**src/rtl/led_disp_pkg.sv**
```systemverilog
// ---------------------------------------------------------------------------
// led_disp_pkg
// Shared definitions for the debug LED hex display:
//   state_t  - scan controller states (INIT, SCAN)
//   SEG_*    - active-high 7-segment codes, bit order {g,f,e,d,c,b,a}
//   hex7()   - nibble to active-high segment code
// ---------------------------------------------------------------------------
package led_disp_pkg;

    typedef enum logic {
        INIT = 1'b0,
        SCAN = 1'b1
    } state_t;

    localparam logic [6:0] SEG_0   = 7'h3F;
    localparam logic [6:0] SEG_1   = 7'h06;
    localparam logic [6:0] SEG_2   = 7'h5B;
    localparam logic [6:0] SEG_3   = 7'h4F;
    localparam logic [6:0] SEG_4   = 7'h66;
    localparam logic [6:0] SEG_5   = 7'h6D;
    localparam logic [6:0] SEG_6   = 7'h7D;
    localparam logic [6:0] SEG_7   = 7'h07;
    localparam logic [6:0] SEG_8   = 7'h7F;
    localparam logic [6:0] SEG_9   = 7'h6F;
    localparam logic [6:0] SEG_A   = 7'h77;
    localparam logic [6:0] SEG_B   = 7'h7C;
    localparam logic [6:0] SEG_C   = 7'h39;
    localparam logic [6:0] SEG_D   = 7'h5E;
    localparam logic [6:0] SEG_E   = 7'h79;
    localparam logic [6:0] SEG_F   = 7'h71;
    localparam logic [6:0] SEG_OFF = 7'h00;

    function automatic logic [6:0] hex7(input logic [3:0] nibble);
        logic [6:0] code;
        case (nibble)
            4'h0:    code = SEG_0;
            4'h1:    code = SEG_1;
            4'h2:    code = SEG_2;
            4'h3:    code = SEG_3;
            4'h4:    code = SEG_4;
            4'h5:    code = SEG_5;
            4'h6:    code = SEG_6;
            4'h7:    code = SEG_7;
            4'h8:    code = SEG_8;
            4'h9:    code = SEG_9;
            4'hA:    code = SEG_A;
            4'hB:    code = SEG_B;
            4'hC:    code = SEG_C;
            4'hD:    code = SEG_D;
            4'hE:    code = SEG_E;
            default: code = SEG_F;
        endcase
        return code;
    endfunction

endpackage

```
**src/rtl/led_hex_display_hex7seg.sv**
```systemverilog
// ---------------------------------------------------------------------------
// hex7seg
// Combinational nibble to 7-segment decoder (active-high codes).
//   nibble - 4-bit hex digit
//   seg    - segments {g,f,e,d,c,b,a}, 1 = lit
// ---------------------------------------------------------------------------
module hex7seg
    import led_disp_pkg::*;
(
    input  logic [3:0] nibble,
    output logic [6:0] seg
);

    assign seg = hex7(nibble);

endmodule

```
**src/rtl/led_hex_display.sv**
```systemverilog
// ---------------------------------------------------------------------------
// led_hex_display
// Shows the 32-bit debug LED register on a multiplexed 7-segment display as
// hex. A prescaler defines digit slots; the scan FSM steps one digit per
// slot and snapshots the input only at frame boundaries so a frame never
// tears. The tail of every slot is blanked to avoid ghosting.
//   clk_cpu  - clock
//   reset    - asynchronous, active-high
//   value    - value to display
//   freeze   - hold the snapshot at frame boundaries (dp on digit 0 lit)
//   lz_blank - suppress leading zero digits (digit 0 always shown)
//   seg_n    - segments {g,f,e,d,c,b,a}, polarity per ACTIVE_LOW
//   dp_n     - decimal point, polarity per ACTIVE_LOW
//   an_n     - digit enables, one-hot or all-off, polarity per ACTIVE_LOW
//   shown    - snapshot currently displayed
// ---------------------------------------------------------------------------
module led_hex_display
    import led_disp_pkg::*;
#(
    parameter int NUM_DIGITS = 8,
    parameter int DIGIT_CYC  = 1024,
    parameter int BLANK_CYC  = 16,
    parameter bit ACTIVE_LOW = 1'b1
) (
    input  logic                  clk_cpu,
    input  logic                  reset,
    input  logic [31:0]           value,
    input  logic                  freeze,
    input  logic                  lz_blank,
    output logic [6:0]            seg_n,
    output logic                  dp_n,
    output logic [NUM_DIGITS-1:0] an_n,
    output logic [31:0]           shown
);

    localparam int CNT_W = $clog2(DIGIT_CYC);
    localparam int IDX_W = (NUM_DIGITS > 1) ? $clog2(NUM_DIGITS) : 1;

    localparam logic [CNT_W-1:0] CNT_LAST    = CNT_W'(DIGIT_CYC - 1);
    localparam logic [CNT_W-1:0] BLANK_START = CNT_W'(DIGIT_CYC - BLANK_CYC);
    localparam logic [IDX_W-1:0] IDX_LAST    = IDX_W'(NUM_DIGITS - 1);

    // XOR masks applied in the output stage; all-zero for active-high builds.
    localparam logic [6:0]            SEG_INV = {7{ACTIVE_LOW}};
    localparam logic [NUM_DIGITS-1:0] AN_INV  = {NUM_DIGITS{ACTIVE_LOW}};

    logic [CNT_W-1:0]      div_cnt;
    logic [IDX_W-1:0]      digit_idx;
    state_t                state;

    logic                  slot_end;
    logic                  blank_win;
    logic [3:0]            nibble;
    logic [6:0]            seg_dec;
    logic                  upper_zero;
    logic                  suppress;
    logic                  digit_on;
    logic [6:0]            seg_d;
    logic                  dp_d;
    logic [NUM_DIGITS-1:0] an_d;

    assign slot_end  = (div_cnt == CNT_LAST);
    assign blank_win = (BLANK_CYC > 0) && (div_cnt >= BLANK_START);

    // Prescaler, scan FSM and frame-boundary snapshot.
    // NOTE: sequential state uses non-blocking assignments so every register
    // samples pre-edge values, regardless of statement order.
    always_ff @(posedge clk_cpu or posedge reset) begin
        if (reset) begin
            div_cnt   <= '0;
            digit_idx <= '0;
            state     <= INIT;
            shown     <= '0;
        end else begin
            div_cnt <= slot_end ? '0 : div_cnt + 1'b1;
            if (slot_end) begin
                case (state)
                    INIT: begin
                        // First snapshot is unconditional so the display
                        // never starts frozen on the reset value.
                        shown     <= value;
                        digit_idx <= '0;
                        state     <= SCAN;
                    end
                    default: begin
                        if (digit_idx == IDX_LAST) begin
                            digit_idx <= '0;
                            if (!freeze) begin
                                shown <= value;
                            end
                        end else begin
                            digit_idx <= digit_idx + 1'b1;
                        end
                    end
                endcase
            end
        end
    end

    // Select the nibble of the current digit and decide whether it is a
    // leading zero (this digit and every digit above it are zero).
    // NOTE: every always_comb output gets a default before the loop so no
    // path leaves it unassigned and no latch is inferred.
    always_comb begin
        nibble     = 4'h0;
        upper_zero = 1'b1;
        for (int i = 0; i < NUM_DIGITS; i++) begin
            if (digit_idx == IDX_W'(i)) begin
                nibble = shown[4*i +: 4];
            end
            if ((IDX_W'(i) >= digit_idx) && (shown[4*i +: 4] != 4'h0)) begin
                upper_zero = 1'b0;
            end
        end
    end

    hex7seg u_hex7seg (
        .nibble (nibble),
        .seg    (seg_dec)
    );

    assign suppress = lz_blank && (digit_idx != '0) && upper_zero;
    assign digit_on = (state == SCAN) && !blank_win && !suppress;
    assign an_d     = digit_on ? (NUM_DIGITS'(1) << digit_idx) : '0;
    assign seg_d    = digit_on ? seg_dec : SEG_OFF;
    assign dp_d     = digit_on && freeze && (digit_idx == '0);

    // Registered output stage; polarity applied here only.
    always_ff @(posedge clk_cpu or posedge reset) begin
        if (reset) begin
            seg_n <= SEG_INV;
            dp_n  <= ACTIVE_LOW;
            an_n  <= AN_INV;
        end else begin
            seg_n <= seg_d ^ SEG_INV;
            dp_n  <= dp_d ^ ACTIVE_LOW;
            an_n  <= an_d ^ AN_INV;
        end
    end

endmodule

```
**config.mk**
```make
export PLATFORM = sky130hd
export DESIGN_NAME = led_hex_display
export DESIGN_NICKNAME = d
export VERILOG_FILES = /design/src/rtl/led_disp_pkg.sv /design/src/rtl/led_hex_display_hex7seg.sv /design/src/rtl/led_hex_display.sv
export SDC_FILE = /design/constraint.sdc
export NUM_CORES = 1
export LEC_CHECK = 0
export CORE_MARGIN = 3
export CORE_UTILIZATION = 45
export CTS_BUF_LIST = sky130_fd_sc_hd__clkbuf_8
export CTS_CLUSTER_DIAMETER = 50
export CTS_CLUSTER_SIZE = 20
export DETAILED_ROUTE_END_ITERATION = 6
export PLACE_DENSITY = 0.74
export SETUP_SLACK_MARGIN = 0.3
export SLEW_MARGIN = 20
export SYNTH_ARGS = -nofsm -noshare
export SYNTH_HDL_FRONTEND = slang
export SYNTH_HIERARCHICAL = 1
export SYNTH_SLANG_ARGS = --single-unit
```
**constraint.sdc**
```tcl
create_clock -name clk_cpu -period 7 [get_ports clk_cpu]
set_input_delay 1.4 -clock clk_cpu [delete_from_list [all_inputs] [get_ports clk_cpu]]
set_output_delay 1.4 -clock clk_cpu [all_outputs]
set_load 0.05 [all_outputs]
```
==> summary by stage <==
Synthesis
For this run, the number of Yosys warnings is 6. The share of synthesized area in the top cell type comes to 0.351. When the netlist entered floorplanning its net count stood at 327. Ranked by instance count, the synthesized netlist is headed by dfrtp_1, mux2_1, dfstp_2. The most used flip-flop cell after synthesis is dfrtp_1. In the post-synthesis netlist, the biggest area contributors are dfrtp_1, dfstp_2, mux2_1. The mean post-synth cell area is 11.9 um^2. The most common cell in the netlist is dfrtp_1. The post-synthesis sequential area ratio is 0.479. The number of enable-type register cells in the synthesized netlist is 0. The distinct cell type count of the synthesized netlist is 55. The cell area after technology mapping is 3280 um^2. The largest area contributor in the netlist is dfrtp_1. The flip-flop and latch count after synthesis is 62. The number of instances in the synthesized netlist is 276.

The async set or reset register ratio after synthesis is 1.00.

Clock network
The post-CTS setup buffer count is 0. After clock tree synthesis, the repair step resized 0 gates. The H-tree generated during clock tree synthesis spans 3 levels. The number of buffers created by CTS is 9. The cell at the root of the clock tree is clkbuf_8. After clock tree synthesis, the clock-pin slew on the worst setup and hold paths is 0.06 ns. The number of clock sinks seen by CTS is 62. At the later pin of the worst-skew pair, clock insertion delay measures 0.33 ns. The longest clock path from root to sink contains 2 buffers.

Buffers inserted to repair hold after CTS numbered 0. TritonCTS built the clock tree.

Power and ir drop
The peak ir drop on the vdd network is 123 uV. Dividing total power by cell area gives a power density of 170 nW/um^2. Summing internal, switching and leakage power gives 0.741 mW.

The reported leakage power is 1.82 nW.

Critical path
In this run the worst path has a maximum fanout of 20. The required time of the critical path is 7.25 ns. The delay of the slowest critical-path stage is 0.79 ns. STA classifies the critical path startpoint as a flop. Data arrives at the worst endpoint at 3.70 ns. The worst-path cell with the longest stage delay is dfrtp_1. The element type at the critical path end is a flop. Traced cell by cell, the critical path runs through ha_1 -> a41o_1 -> a221oi_1 -> a221oi_1 -> inv_1 -> ha_1 -> mux4_1 -> o211ai_2. The worst setup path is of the flop to flop kind.

For the worst flop-to-flop path, the logic depth is 8.

Global routing
The number of antenna violations at the first check in global routing is 0. The first global-routing pass estimated 12.5 mm of wire. The via count of the first global-routing pass is 2472. Entering global routing, the biggest net connects 63 pins. The all-layer global routing usage is 0.189. For this run the aggregate overflow at the end of global routing stands at 0.

Floorplan
The standard cell core area is 6940 um^2. In this run the horizontal extent of the chip is 91.4 um. The floorplan die height is 91.4 um.

The initial core utilization is 0.473. The floorplan die area is 8350 um^2. The number of top-level design ports is 84. The floorplan has 30 rows.

Drt
The via count of the routed design is 2513. Once detail routing completed, the nets flagged for antenna violations numbered 0. Dividing the detail-routed via count by the number of cells gives 5.47. The routed design has 7.31 mm of wire. For this run, design rule violations remaining after detail routing come to 0. The number of DRC violations after detailed-routing iteration 0 is 154.

The first detailed-routing pass took 4 iterations. The wire length per cell after detailed routing is 15.9 um.

Timing
The number of pins exceeding their max-slew limit in the final report is 0. The worst path meets setup with 3.55 ns of slack. In this run the tightest slew margin relative to its limit is 0.496. The shortest clock period the worst path allows after layout is 3.45 ns. Of the available clock period, the critical path in the final layout requires 0.493. Setup repair after global routing left no endpoint under its margin. The worst hold margin is 0.472 ns.

The maximum frequency from static timing analysis is 0.290 GHz. The count of endpoints failing setup in the final report is 0. The clock arrives with 0.00572 ns of skew. The total negative setup slack is 0 ns.

The actual slew at the worst max-slew pin is 0.746 ns. The final number of hold-violating endpoints is 0.

Place
The weighted congestion reported at the end of routability-driven placement is 0.800. OpenSTA, run right after detailed placement, puts the worst setup slack at 3.56 ns. Detailed placement finished with a half-perimeter wire length of 5.40 mm. Buffers placed on the I/O ports in this run total 83.

Cells and area
The layout overhead on the synthesized area is 32.9%. The total number of nets in the final design is 411. In the final layout, the share of cells above drive strength 1 is 0.140. The number of antenna cells inserted is 0. For this run, the share of the core covered by cells in the final layout is 0.628.

Run status
The flow ran to the end, and the final reports show no timing, DRC or antenna violations.

Run
Across the run, the number of max-cap violations was 0.

Hold path
The class of the tightest hold or removal check is flop to flop. Along the worst hold path, the cell count comes to 1.
final cells by class:
cell class	count	area, um^2
fill	555	2580
sequential	62	1570
multi-input combinational	182	1560
timing repair buffer	88	888
clock buffer	10	138
tap	96	120
inverter	17	63.8
clock inverter	4	17.5
path summary, 6_finish.rpt:
kind / startpoint / to / slack [ns]
worst min-delay path: div_cnt[8] / div_cnt[8] / 0.47
worst max register to register: digit_idx[2] / seg_n[3] / 3.55
min in group asynchronous: reset / shown[21] / 1.60
worst min register to register: div_cnt[8] / div_cnt[8] / 0.47
max in group asynchronous: reset / shown[29] / 4.91
worst max-delay path: digit_idx[2] / seg_n[3] / 3.55
through the flow:
stage               instance area (um^2)  cells
floorplan                           3280    276
global placement                    4180    444
detailed placement                  4180    444
CTS                                 4340    458
global route                        4360    459
finish                              4360    459
cells in the final DEF, fill, tap and decap left out, types with 2 or more instances in the layout:
cell type,count
dfrtp_1,46
nand4_1,5
nor3_1,9
a21oi_1,7
mux2i_1,2
inv_1,16
and4_1,2
mux2_1,32
clkinv_2,2
a41o_1,4
mux2_2,2
xnor2_1,4
a21o_1,5
buf_4,4
clkbuf_8,10
ha_1,15
o211ai_2,5
o21ai_0,2
nor4_1,3
o21ai_1,3
nand3_1,4
and3_1,3
dfstp_2,16
nor2b_1,3
inv_2,3
nor2_1,4
nand2_1,13
xor2_1,2
nand2b_1,3
or4_1,3
o41ai_1,2
clkdlybuf4s50_1,83
a221oi_1,8
nand3b_1,5
o211ai_1,12
o31ai_1,2
routing by layer:
metal | wire length [um] | up-vias | global-route usage
met3 | 397 | 14 | 0.0447
met5 | 0 | - | 0
li1 | - | 1203 | -
met2 | 3490 | 78 | 0.293
met1 | 3240 | 1218 | 0.252
met4 | 181 | 0 | 0.0842
worst max-delay path: cells and delay by family (launching register included):
family | cells | cell delay, ns
AO/OA/AOI/OAI | 4 | 0.90
adder cells (fa/ha/maj) | 2 | 0.97
buffers and inverters | 1 | 0.20
flip-flops | 1 | 0.79
multiplexers | 1 | 0.51
power breakdown:
part / leakage (nW) / internal, mW / switching [mW] / total, mW
logic: 1.01 / 0.0477 / 0.0609 / 0.109
registers: 0.722 / 0.368 / 0.0110 / 0.379
clock network: 0.0904 / 0.130 / 0.123 / 0.253
total: 1.82 / 0.546 / 0.194 / 0.741
registers in the layout, summed over array words and instances, names as in the netlist:
register and count:
shown 32, div_cnt 10, an_n 8, seg_n 7
digit_idx 3, dp_n 1, state 1
cell families (layout without fill, tap and decap cells):
group           after synthesis  in the layout  share of synthesized area
xor+xnor                      6              6                     0.0160
flops                        62             62                      0.479
mux                          38             38                      0.135
compound gates               59             59                      0.151
buf+inv                      32            119                     0.0469
simple gates                 64             64                      0.115
fa+ha+maj                    15             15                     0.0572
(Power assumes the default switching activity.)
